$ cat src/rtl/proj2_mode_cnt.sv
// Programmable up/down tick counter with lap counting, optional lap reload,
// pause and abort. One tick is presented per RUN cycle.
module proj2_mode_cnt #(
  parameter int DATABIT = 8,
  parameter int STEPBIT = 4,
  parameter int LAPBIT  = 8
) (
  input  logic               clk,
  input  logic               reset,
  input  logic               i_run,
  input  logic [DATABIT-1:0] i_num_cnt,
  input  logic [DATABIT-1:0] i_start,
  input  logic [STEPBIT-1:0] i_step,
  input  logic               i_mode_down,
  input  logic               i_reload,
  input  logic               i_pause,
  input  logic               i_abort,
  output logic               o_idle,
  output logic               o_running,
  output logic               o_paused,
  output logic               o_done,
  output logic               o_tick,
  output logic [DATABIT-1:0] o_data,
  output logic [LAPBIT-1:0]  o_lap
);

  localparam logic [1:0] ST_IDLE  = 2'd0;
  localparam logic [1:0] ST_RUN   = 2'd1;
  localparam logic [1:0] ST_PAUSE = 2'd2;
  localparam logic [1:0] ST_DONE  = 2'd3;

  logic [1:0]         state_q, state_d;
  logic [DATABIT-1:0] cnt_q, cnt_d;
  logic [DATABIT-1:0] k_q, k_d;
  logic [LAPBIT-1:0]  lap_q, lap_d;
  logic [DATABIT-1:0] num_q, num_d;
  logic [DATABIT-1:0] start_q, start_d;
  logic [STEPBIT-1:0] step_q, step_d;
  logic               down_q, down_d;

  logic               lastTick;
  logic [DATABIT-1:0] stepExt;
  logic [DATABIT-1:0] stepped;

  assign lastTick = (k_q == (num_q - DATABIT'(1)));
  assign stepExt  = DATABIT'(step_q);
  assign stepped  = down_q ? (cnt_q - stepExt) : (cnt_q + stepExt);

  // Abort is checked first so it wins over pause, lap end and reload.
  always_comb begin
    state_d = state_q;
    cnt_d   = cnt_q;
    k_d     = k_q;
    lap_d   = lap_q;
    num_d   = num_q;
    start_d = start_q;
    step_d  = step_q;
    down_d  = down_q;
    case (state_q)
      ST_IDLE: begin
        if (i_run) begin
          num_d   = i_num_cnt;
          start_d = i_start;
          step_d  = i_step;
          down_d  = i_mode_down;
          lap_d   = '0;
          k_d     = '0;
          if (i_num_cnt != '0) begin
            cnt_d   = i_start;
            state_d = ST_RUN;
          end else begin
            state_d = ST_DONE;
          end
        end
      end
      ST_RUN: begin
        if (i_abort) begin
          cnt_d   = '0;
          state_d = ST_IDLE;
        end else if (lastTick) begin
          lap_d = (lap_q != '1) ? (lap_q + LAPBIT'(1)) : lap_q;
          if (i_reload) begin
            k_d     = '0;
            cnt_d   = start_q;
            state_d = i_pause ? ST_PAUSE : ST_RUN;
          end else begin
            state_d = ST_DONE;
          end
        end else begin
          cnt_d   = stepped;
          k_d     = k_q + DATABIT'(1);
          state_d = i_pause ? ST_PAUSE : ST_RUN;
        end
      end
      ST_PAUSE: begin
        if (i_abort) begin
          cnt_d   = '0;
          state_d = ST_IDLE;
        end else if (!i_pause) begin
          state_d = ST_RUN;
        end
      end
      ST_DONE: begin
        cnt_d   = '0;
        state_d = ST_IDLE;
      end
      default: state_d = ST_IDLE;
    endcase
  end

  always_ff @(posedge clk or posedge reset) begin
    if (reset) begin
      state_q <= ST_IDLE;
      cnt_q   <= '0;
      k_q     <= '0;
      lap_q   <= '0;
      num_q   <= '0;
      start_q <= '0;
      step_q  <= '0;
      down_q  <= 1'b0;
    end else begin
      state_q <= state_d;
      cnt_q   <= cnt_d;
      k_q     <= k_d;
      lap_q   <= lap_d;
      num_q   <= num_d;
      start_q <= start_d;
      step_q  <= step_d;
      down_q  <= down_d;
    end
  end

  assign o_idle    = (state_q == ST_IDLE);
  assign o_running = (state_q == ST_RUN);
  assign o_paused  = (state_q == ST_PAUSE);
  assign o_done    = (state_q == ST_DONE);
  assign o_tick    = (state_q == ST_RUN);
  assign o_data    = cnt_q;
  assign o_lap     = lap_q;

endmodule

$ cat config.mk
export PLATFORM = sky130hd
export DESIGN_NAME = proj2_mode_cnt
export DESIGN_NICKNAME = d
export VERILOG_FILES = /design/src/rtl/proj2_mode_cnt.sv
export SDC_FILE = /design/constraint.sdc
export NUM_CORES = 1
export LEC_CHECK = 0
export CAP_MARGIN = 10
export CORE_ASPECT_RATIO = 1.75
export CORE_MARGIN = 2
export CORE_UTILIZATION = 48
export DETAILED_ROUTE_END_ITERATION = 8
export MAX_ROUTING_LAYER = met4
export PLACE_DENSITY = 0.72
export SETUP_SLACK_MARGIN = 0.2
export SYNTH_ARGS = -nofsm -noshare
export SYNTH_HDL_FRONTEND = slang
export SYNTH_SLANG_ARGS = --single-unit
$ cat constraint.sdc
create_clock -name clk -period 5.2 [get_ports clk]
set_clock_uncertainty 0.2 [all_clocks]
set_input_delay 1.04 -clock clk [delete_from_list [all_inputs] [get_ports clk]]
set_output_delay 1.04 -clock clk [all_outputs]
set_load 0.05 [all_outputs]
* Word-level counts from Yosys, hierarchy flattened
Cells that the tools add are included.
** Word-level totals
- Bits in registers :: 47
- Latch bits :: 0
- RAM bits :: 0
- Bits in read-only memories :: 0
- Bits of input ports :: 27
- Output and inout port bits :: 21
- Logic and storage cells :: 61
- Memories kept :: 0
** Operators by class
- Add/subtract/negate cells :: 5
- Multipliers :: 0
- Divide/modulo/power cells :: 0
- Order comparisons :: 0
- Equality and inequality tests :: 14
- Shift-type cells :: 0
- Mux-type cells :: 26
- Bitwise gates (word level) :: 0
- Reduce and logical (&&, ||, !) cells :: 8
** Operator list (number)
- $mux 8 :: 14
- $pmux 8 s2 :: 2
- $pmux 8 s4 :: 1
- $add 8x1->8 const B :: 2
- $mux 2 :: 8
- $add 8x4->8 :: 1
- $eq 8x8->1 :: 1
- $ne 8x8->1 const B :: 1
- $pmux 2 s4 :: 1
- $reduce_and 4->1 :: 2
- $reduce_bool 8->1 :: 1
- $sub 8x1->8 const B :: 1
- $sub 8x4->8 :: 1
- $ne 2x1->1 const B :: 3
- $ne 2x2->1 const B :: 3
- $ne 3x3->1 const B :: 2
- $reduce_and 5->1 :: 1
- $eq 2x2->1 const B :: 2
- $ne 4x4->1 const B :: 1
- $reduce_and 2->1 :: 2
- $eq 2x1->1 const B :: 1
- $logic_not 2->1 :: 1
- $reduce_bool 2->1 :: 1

* Depth between registers and ports, before layout
Gate-level depths: netlist of run 1.
- Depth in word-level cells :: 5
- Gate-level depth with buffers :: 11
- Gate-level depth less buffers :: 11

* Worst setup path after synthesis of run 1
No wires, ideal clock.
- Path kind :: reg2out
- From :: reg state_q[1]
- To :: out o_tick
- Data arrival time :: 1.735 ns
- Required time :: 3.960 ns
- Path slack :: 2.225 ns
- Stages on the path, launching flop included :: 6
- Buffers on the path :: 3
- Cell sequence :: dfrtp_1 nand2b_1 clkbuf_1 inv_1 clkbuf_1 buf_4
** On the way
- Longest elaborated chain between the ends :: 1
** RTL lines
- start, declared :: line 32 : logic [1:0] state_q, state_d;
- start signal, assigned :: line 122 : state_q <= state_d;
- $eq 2x1->1
- end, declared :: line 22 : output logic o_tick,
No other way between the ends.

* Worst setup path after layout of run 1
- From :: reg state_q[1]
- To :: out o_running
** On the way
- Longest elaborated chain between the ends :: 1
** RTL lines
- $eq 2x1->1 :: line 134 : assign o_running = (state_q == ST_RUN);
- end, declared :: line 19 : output logic o_running,
No other way between the ends.

==> results_dict.tcl, run 1 <==
set metrics [dict create \
    clock.fmax_mhz 273.0 \
    finalSetupViolations 0 \
    grt_max_degree 48 \
    portBuffers 47 \
    slew_headroom 0.2282 \
    grt_usage 0.2465 \
    hp-start "start_q[5]" \
    synth_area_leaders "dfrtp_1, nand2_1, ha_1, mux2i_1, a21oi_1" \
    fin_total_pwr_mw 2.637 \
    m1WireLength_um 3006 \
    peakVddDrop_mv 0.5080 \
    clock_tree.buffer_depth 2 \
    max_stage_delay_ns 0.88 \
    post_cts_buffers 0 \
    cts.sinks 47 \
    vias 2925 \
    netlist_area_mm2 0.003192 \
    yosys_warnings 0 \
    start_util 0.4918 \
    ys_ff_latch 47 \
    power_density_mw_per_mm2 679.6 \
    cts_hold_buf 0 \
    worst_slack_ns 1.537 \
    grt_pass1_wl_um 13640 \
    regToRegStartpoint "num_q[0]" \
    num_antenna_cells 0 \
    endpoint_kind "output port" \
    viasPerCell 5.982 \
    synthArstFlopShare 1.000 \
    min_to "start_q[5]" \
    antenna_left 0 \
    drt_wl_total_um 8147 \
    cts_resized 0 \
    met2_length_um 4479 \
    crit_slowest_cell "clkdlybuf4s50_1" \
    critPathLaunchType "flip-flop" \
    synthesis.nets 411 \
    die-area_mm2 0.007343 \
    clk_pin_slew_worst_paths_ns 0.06 \
    synth_top_cell_area_share 0.3685 \
    whs_ns 0.2673 \
    path_class "flip-flop to output port" \
    path_delay_family "buffers and inverters" \
    dp_cells 481 \
    hold_path_class "flip-flop to flip-flop" \
    htreeDepth 2 \
    core_mm2 0.006490 \
    critical_path_required_ns 3.96 \
    syn_inst 370 \
    r2r_end "k_q[1]" \
    wl_met3_um 408 \
    cts_buffers 5 \
    drcViolationCount 0 \
    top_layer "met4" \
    wl_per_cell_um 16.66 \
    slew_violations 0 \
    die_w_um 65.64 \
    crit_chain "nand2b_1, inv_1, clkdlybuf4s50_1" \
    r2r_cells 8 \
    p_leak_nw 1.695 \
    dp_hpwl_um 5714 \
    synth_edf_count 0 \
    clkLatencyLatePin_ns 0.30 \
    die_h_um 111.9 \
    area_growth_pct 21.56 \
    drt_iter0_markers 152 \
    drive_gt1_frac 0.06143 \
    final.setup.tns_ns 0 \
    hold_depth 2 \
    synth_largest_area_cell "dfrtp_1" \
    cap_violations 0 \
    path_max_fanout 12 \
    synthDistinctLibCells 62 \
    fillers 599 \
    ios 48 \
    hold_viol 0 \
    r2r_slack_ns 1.76 \
    place.gp.congestion 0.9309 \
    fin_crit_ns 3.663 \
    antenna_found_initial 0 \
    synth_ff_type "dfrtp_1" \
    tritoncts "yes" \
    pre_cts_ws_ns 1.501 \
    rsz0062_at_grt "no" \
    status "finished, final reports clean" \
    overflow 0 \
    drtPass1Iterations 4 \
    finalCoreUtilization 0.5978 \
    crit_buf_inv 2 \
    synth_seq_area_share 0.3685 \
    mostFrequentLayoutCells "nand2_1, dfrtp_1, clkdlybuf4s50_1, nor2_1" \
    grt_pass1_vias 2827 \
    final_cells 489 \
    placed_area_mm2 0.003687 \
    nNetsFinal 447 \
    final_common_cell "nand2_1" \
    finalCritPeriodShare 0.7044 \
    worst_pin_slew_ns 1.157 \
    arrival_ns 2.42 \
    row_count 39 \
    clockRootBuffer "clkbuf_16" \
    synth.avg_cell_area_um2 8.627 \
    final_area_mm2 0.003880 \
]
flip-flops by register name (all words and copies together), names as in the netlist:
name	flops
down_q	1
start_q	8
o_lap	8
step_q	4
num_q	8
o_data	8
k_q	8
state_q	2
layer usage:
metal  up-vias  track usage
met3        17      0.03434
li1       1405            -
met2        89       0.4269
met1      1414       0.2711
met4         0       0.1139
met5         -            -
cells by family (layout without fill, tap and decap cells):
group / Yosys count / in the layout / synth area share
mux: 19 / 19 / 0.06233
simple gates: 163 / 163 / 0.2470
xor+xnor: 10 / 10 / 0.02744
buf+inv: 35 / 72 / 0.04625
compound gates: 82 / 82 / 0.1913
flops: 47 / 47 / 0.3685
fa+ha+maj: 14 / 14 / 0.05723
power breakdown:
part | switching [mW] | internal [mW]
clock | 0.148 | 0.276
combinational | 0.944 | 0.583
sequential | 0.181 | 0.506
total | 1.27 | 1.36
cells in the mapped netlist, drive strengths merged (2+ instances only):
master,instances
a211oi,2
a21o,4
a21oi,15
a221oi,2
a22oi,3
a31oi,6
a32oi,4
and2,3
and3,5
buf,5
clkbuf,14
dfrtp,47
ha,13
inv,16
mux2,7
mux2i,12
nand2,80
nand2b,8
nand3,10
nand3b,2
nand4,7
nor2,19
nor2b,4
nor3,9
nor4,4
nor4b,2
o2111ai,5
o211ai,8
o21a,2
o21ai,17
o31ai,3
or3,2
or4,4
xnor2,5
xor2,5
worst reg2reg max path: stages (launching register included):
cell and delay [ns]:
dfrtp_1 0.42, inv_1 0.09, ha_1 0.23, or3b_4 0.42, or4_4 0.44, a32oi_4 0.33
o211ai_2 0.50, o31ai_1 0.55, a32o_1 0.18
how the worst max path moves through the flow:
stage          startpoint   endpoint  slack [ns]  cells after the start
2_1_floorplan  state_q[1]     o_tick        2.22                      5
3_3_place_gp      i_abort   o_lap[4]        1.64                      6
5_1_grt        state_q[0]  o_running        1.40                      3
3_5_place_dp      i_abort   o_lap[7]        1.50                      6
6_report       state_q[1]  o_running        1.54                      3
4_1_cts        state_q[1]  o_running        1.56                      3
area by class of cell:
| type | instances | area, µm² | share of cell area |
|---|---|---|---|
| tap | 82 | 102.6 | 0.02644 |
| multi-input combinational | 288 | 1871 | 0.4821 |
| inverter | 16 | 60.06 | 0.01548 |
| clock inverter | 3 | 67.56 | 0.01741 |
| sequential | 47 | 1176 | 0.3031 |
| clock buffer | 5 | 125.1 | 0.03225 |
| timing repair buffer | 48 | 478.0 | 0.1232 |
No activity file was read; power rests on OpenSTA's default activity.
==> inputs of run 2 (changes only) <==
- clock period: 5.2 -> 3.8 ns (I/O delays scaled with it)
==> results_dict.tcl, run 2 (synthesis results as in run 1) <==
set metrics [dict create \
    rsz0062_at_grt "no" \
    clkLatencyLatePin_ns 0.30 \
    antenna_found_initial 0 \
    mostFrequentLayoutCells "nand2_1, dfrtp_1, clkdlybuf4s50_1, nor2_1" \
    worst_pin_slew_ns 1.011 \
    p_leak_nw 1.711 \
    power_density_mw_per_mm2 905.8 \
    drtPass1Iterations 4 \
    vias 2905 \
    drt_iter0_markers 153 \
    path_class "flip-flop to flip-flop" \
    cts_resized 0 \
    place.gp.congestion 0.9125 \
    portBuffers 47 \
    cap_violations 0 \
    area_growth_pct 21.72 \
    row_count 39 \
    cts_hold_buf 0 \
    start_util 0.4918 \
    post_cts_buffers 0 \
    clockRootBuffer "clkbuf_16" \
    viasPerCell 5.845 \
    fin_crit_ns 3.307 \
    slew_violations 0 \
    slew_headroom 0.3249 \
    finalSetupViolations 0 \
    clock_tree.buffer_depth 2 \
    final_area_mm2 0.003885 \
    tritoncts "yes" \
    die_h_um 111.9 \
    drcViolationCount 0 \
    peakVddDrop_mv 0.7221 \
    grt_pass1_vias 2918 \
    num_antenna_cells 0 \
    final_common_cell "nand2_1" \
    htreeDepth 2 \
    status "finished, final reports clean" \
    critPathLaunchType "flip-flop" \
    grt_max_degree 48 \
    wl_per_cell_um 16.76 \
    path_max_fanout 20 \
    placed_area_mm2 0.003747 \
    arrival_ns 3.34 \
    grt_usage 0.2516 \
    die_w_um 65.64 \
    endpoint_kind "flip-flop" \
    finalCritPeriodShare 0.8703 \
    hold_viol 0 \
    clk_pin_slew_worst_paths_ns 0.07 \
    overflow 0 \
    die-area_mm2 0.007343 \
    grt_pass1_wl_um 13970 \
    cts_buffers 5 \
    hold_path_class "flip-flop to flip-flop" \
    final.setup.tns_ns 0 \
    ios 48 \
    critical_path_required_ns 3.84 \
    dp_hpwl_um 6091 \
    antenna_left 0 \
    cts.sinks 47 \
    nNetsFinal 455 \
    drt_wl_total_um 8330 \
    drive_gt1_frac 0.07470 \
    clock.fmax_mhz 302.4 \
    core_mm2 0.006490 \
]
## run 2: routing by layer
| layer | vias up | global-route usage | part of all wire | wire length (µm) |
|---|---|---|---|---|
| met5 | - | - | 0 | 0 |
| met4 | 0 | 0.1000 | 0.030 | 247 |
| met3 | 15 | 0.03838 | 0.034 | 282 |
| met2 | 64 | 0.4384 | 0.56 | 4626 |
| met1 | 1413 | 0.2795 | 0.38 | 3174 |
| li1 | 1413 | - | - | - |
## run 2: worst paths after layout
| check | start | endpoint | slack, ns | cells after the start |
|---|---|---|---|---|
| setup reg to reg | num_q[0] | k_q[0] | 0.49 | 8 |
| hold reg to reg | start_q[3] | start_q[3] | 0.27 | 2 |
| min in group asynchronous | reset | num_q[7] | 0.82 | 2 |
| setup / recovery | num_q[0] | k_q[0] | 0.49 | 8 |
| max in group asynchronous | reset | o_lap[1] | 1.94 | 2 |
| hold / removal | start_q[3] | start_q[3] | 0.27 | 2 |
## run 2: through the flow
| stage | util | std cells | hold WS, ns | setup WS (ns) | power [mW] |
|---|---|---|---|---|---|
| final | 0.5986 | 497 | 0.2675 | 0.4929 | 3.519 |
| after global routing | 0.5986 | 497 | 0.2800 | 0.2701 | 3.792 |
| after CTS | 0.5986 | 497 | 0.2692 | 0.5215 | 3.526 |
| after detailed placement | 0.5774 | 489 | 0.2539 | 0.5635 | 3.075 |
| after global placement | 0.5774 | 489 | 0.2537 | 0.5789 | 3.020 |
| after floorplan | - | 370 | 0.2374 | 0.9814 | 2.473 |
## run 2: cell type report
cell class / instances / area, µm²
Inverter: 16 / 60.06
Clock buffer: 7 / 132.6
Fill cell: 583 / 2605
Clock inverter: 1 / 5.005
Tap cell: 82 / 102.6
Timing Repair Buffer: 56 / 538.0
Multi-Input combinational cell: 288 / 1871
Sequential cell: 47 / 1176
## run 2: critical path, cell delays in order (launching register included)
cell	delay, ns
dfrtp_1	0.42
inv_1	0.10
ha_1	0.22
or3b_4	0.42
or4_4	0.44
a32oi_4	0.30
o211ai_2	0.48
o31ai_1	0.47
a22o_1	0.19
## run 2: power breakdown
group / total, mW / internal (mW) / switching, mW
clock: 0.436 / 0.244 / 0.193
combinational: 2.14 / 0.844 / 1.29
sequential: 0.946 / 0.692 / 0.253
total: 3.52 / 1.78 / 1.74
==> inputs of run 3 (changes only) <==
- CORE_MARGIN: 2 -> 10
==> results_dict.tcl, run 3 (synthesis results as in run 1) <==
set metrics [dict create \
    die_w_um 81.64 \
    die-area_mm2 0.01044 \
    clkLatencyLatePin_ns 0.29 \
    worst_pin_slew_ns 1.045 \
    path_max_fanout 20 \
    clk_pin_slew_worst_paths_ns 0.07 \
    row_count 39 \
    rsz0062_at_grt "no" \
    crit_chain "inv_1, ha_1, or3b_4, or4_4, a32oi_4, o211ai_2, o31ai_1, a22o_1" \
    cts_hold_buf 0 \
    pwr-share-seq 0.266 \
    portBuffers 47 \
    grt_pass1_vias 2978 \
    critical_path_required_ns 3.83 \
    endpoint_kind "flip-flop" \
    drive_gt1_frac 0.07488 \
    post_cts_buffers 0 \
    p_int_mw 1.808 \
    clock.fmax_mhz 310.4 \
    final_common_cell "nand2_1" \
    dp_hpwl_um 6396 \
    critPathLaunchType "flip-flop" \
    wl_per_cell_um 17.33 \
    placed_area_mm2 0.003740 \
    die_h_um 127.9 \
    final_area_mm2 0.003896 \
    path_class "flip-flop to flip-flop" \
    hold_viol 0 \
    slew_headroom 0.3032 \
    num_antenna_cells 0 \
    clock_tree.buffer_depth 2 \
    fin_crit_ns 3.222 \
    drt_iter0_markers 222 \
    grt_max_degree 48 \
    drtPass1Iterations 4 \
    max_stage_delay_ns 0.47 \
    overflow 0 \
    ios 48 \
    final.setup.tns_ns 0 \
    finalSetupViolations 0 \
    antenna_left 0 \
    pwr-share-comb 0.600 \
    grt_usage 0.1788 \
    power.share.clock 0.133 \
    mostFrequentLayoutCells "nand2_1, dfrtp_1, clkdlybuf4s50_1, nor2_1" \
    tritoncts "yes" \
    slew_violations 0 \
    drt_wl_total_um 8595 \
    arrival_ns 3.25 \
    vias 2883 \
    start_util 0.4918 \
    finalCoreUtilization 0.6003 \
    crit_slowest_cell "o211ai_2" \
    peakVddDrop_mv 0.5763 \
    path_delay_family "compound AO/OA/AOI/OAI gates" \
    crit_buf_inv 1 \
    hold_path_class "flip-flop to flip-flop" \
    cts_resized 0 \
    antenna_found_initial 0 \
    status "finished, final reports clean" \
    clockRootBuffer "clkbuf_16" \
    sw_frac_of_total 0.4903 \
    cts_buffers 5 \
    cap_violations 0 \
    core_mm2 0.006490 \
    power_density_mw_per_mm2 910.5 \
    fillers 574 \
    htreeDepth 2 \
    p_leak_nw 1.715 \
    place.gp.congestion 0.9223 \
    viasPerCell 5.813 \
    finalCritPeriodShare 0.8478 \
    nNetsFinal 454 \
    cts.sinks 47 \
    drcViolationCount 0 \
    area_growth_pct 22.07 \
    p_switching_mw 1.739 \
    grt_pass1_wl_um 14330 \
]
## run 3: layer usage
layer	track usage	vias to the layer above	wire, µm
met2	0.3055	65	4596
met3	0.03652	17	336
li1	-	1412	-
met5	-	-	0
met1	0.1865	1389	3312
met4	0.09155	0	349
## run 3: area by class of cell
type	instances	area (µm²)	share of cell area
multi-input combinational	288	1871	0.4801
sequential	47	1176	0.3019
timing repair buffer	55	530.5	0.1362
clock buffer	8	156.4	0.04014
tap	82	102.6	0.02633
inverter	16	60.06	0.01541
## run 3: worst paths after layout
kind,cells past startpoint,start,endpoint,slack (ns)
setup / recovery,8,num_q[0],k_q[0],0.58
hold / removal,2,start_q[3],start_q[3],0.27
setup reg to reg,8,num_q[0],k_q[0],0.58
hold reg to reg,2,start_q[3],start_q[3],0.27
max in group asynchronous,2,reset,start_q[2],1.91
min in group asynchronous,2,reset,num_q[6],0.83
## run 3: worst min-delay path, cell delays in order, from the launching register on
cell     delay, ns
dfrtp_1       0.33
nand2_1       0.05
nand2_1       0.06
## run 3: per-stage QoR
step / power (mW) / setup WS [ns] / instances / hold slack (ns)
2_1_floorplan: 2.473 / 0.9814 / 370 / 0.2374
3_3_place_gp: 3.013 / 0.5461 / 488 / 0.2534
3_5_place_dp: 3.069 / 0.4636 / 488 / 0.2545
4_1_cts: 3.562 / 0.5836 / 496 / 0.2703
5_1_grt: 3.827 / 0.3303 / 496 / 0.3024
6_report: 3.547 / 0.5783 / 496 / 0.2731
## run 3: power by group through the flow
| stage | sequential (mW) | clock, mW | combinational (mW) |
|---|---|---|---|
| floorplan | 0.977 | 0 | 1.50 |
| global placement | 0.940 | 0 | 2.07 |
| detailed placement | 0.949 | 0 | 2.12 |
| CTS | 0.942 | 0.483 | 2.14 |
| global route | 0.979 | 0.502 | 2.35 |
| finish | 0.945 | 0.473 | 2.13 |
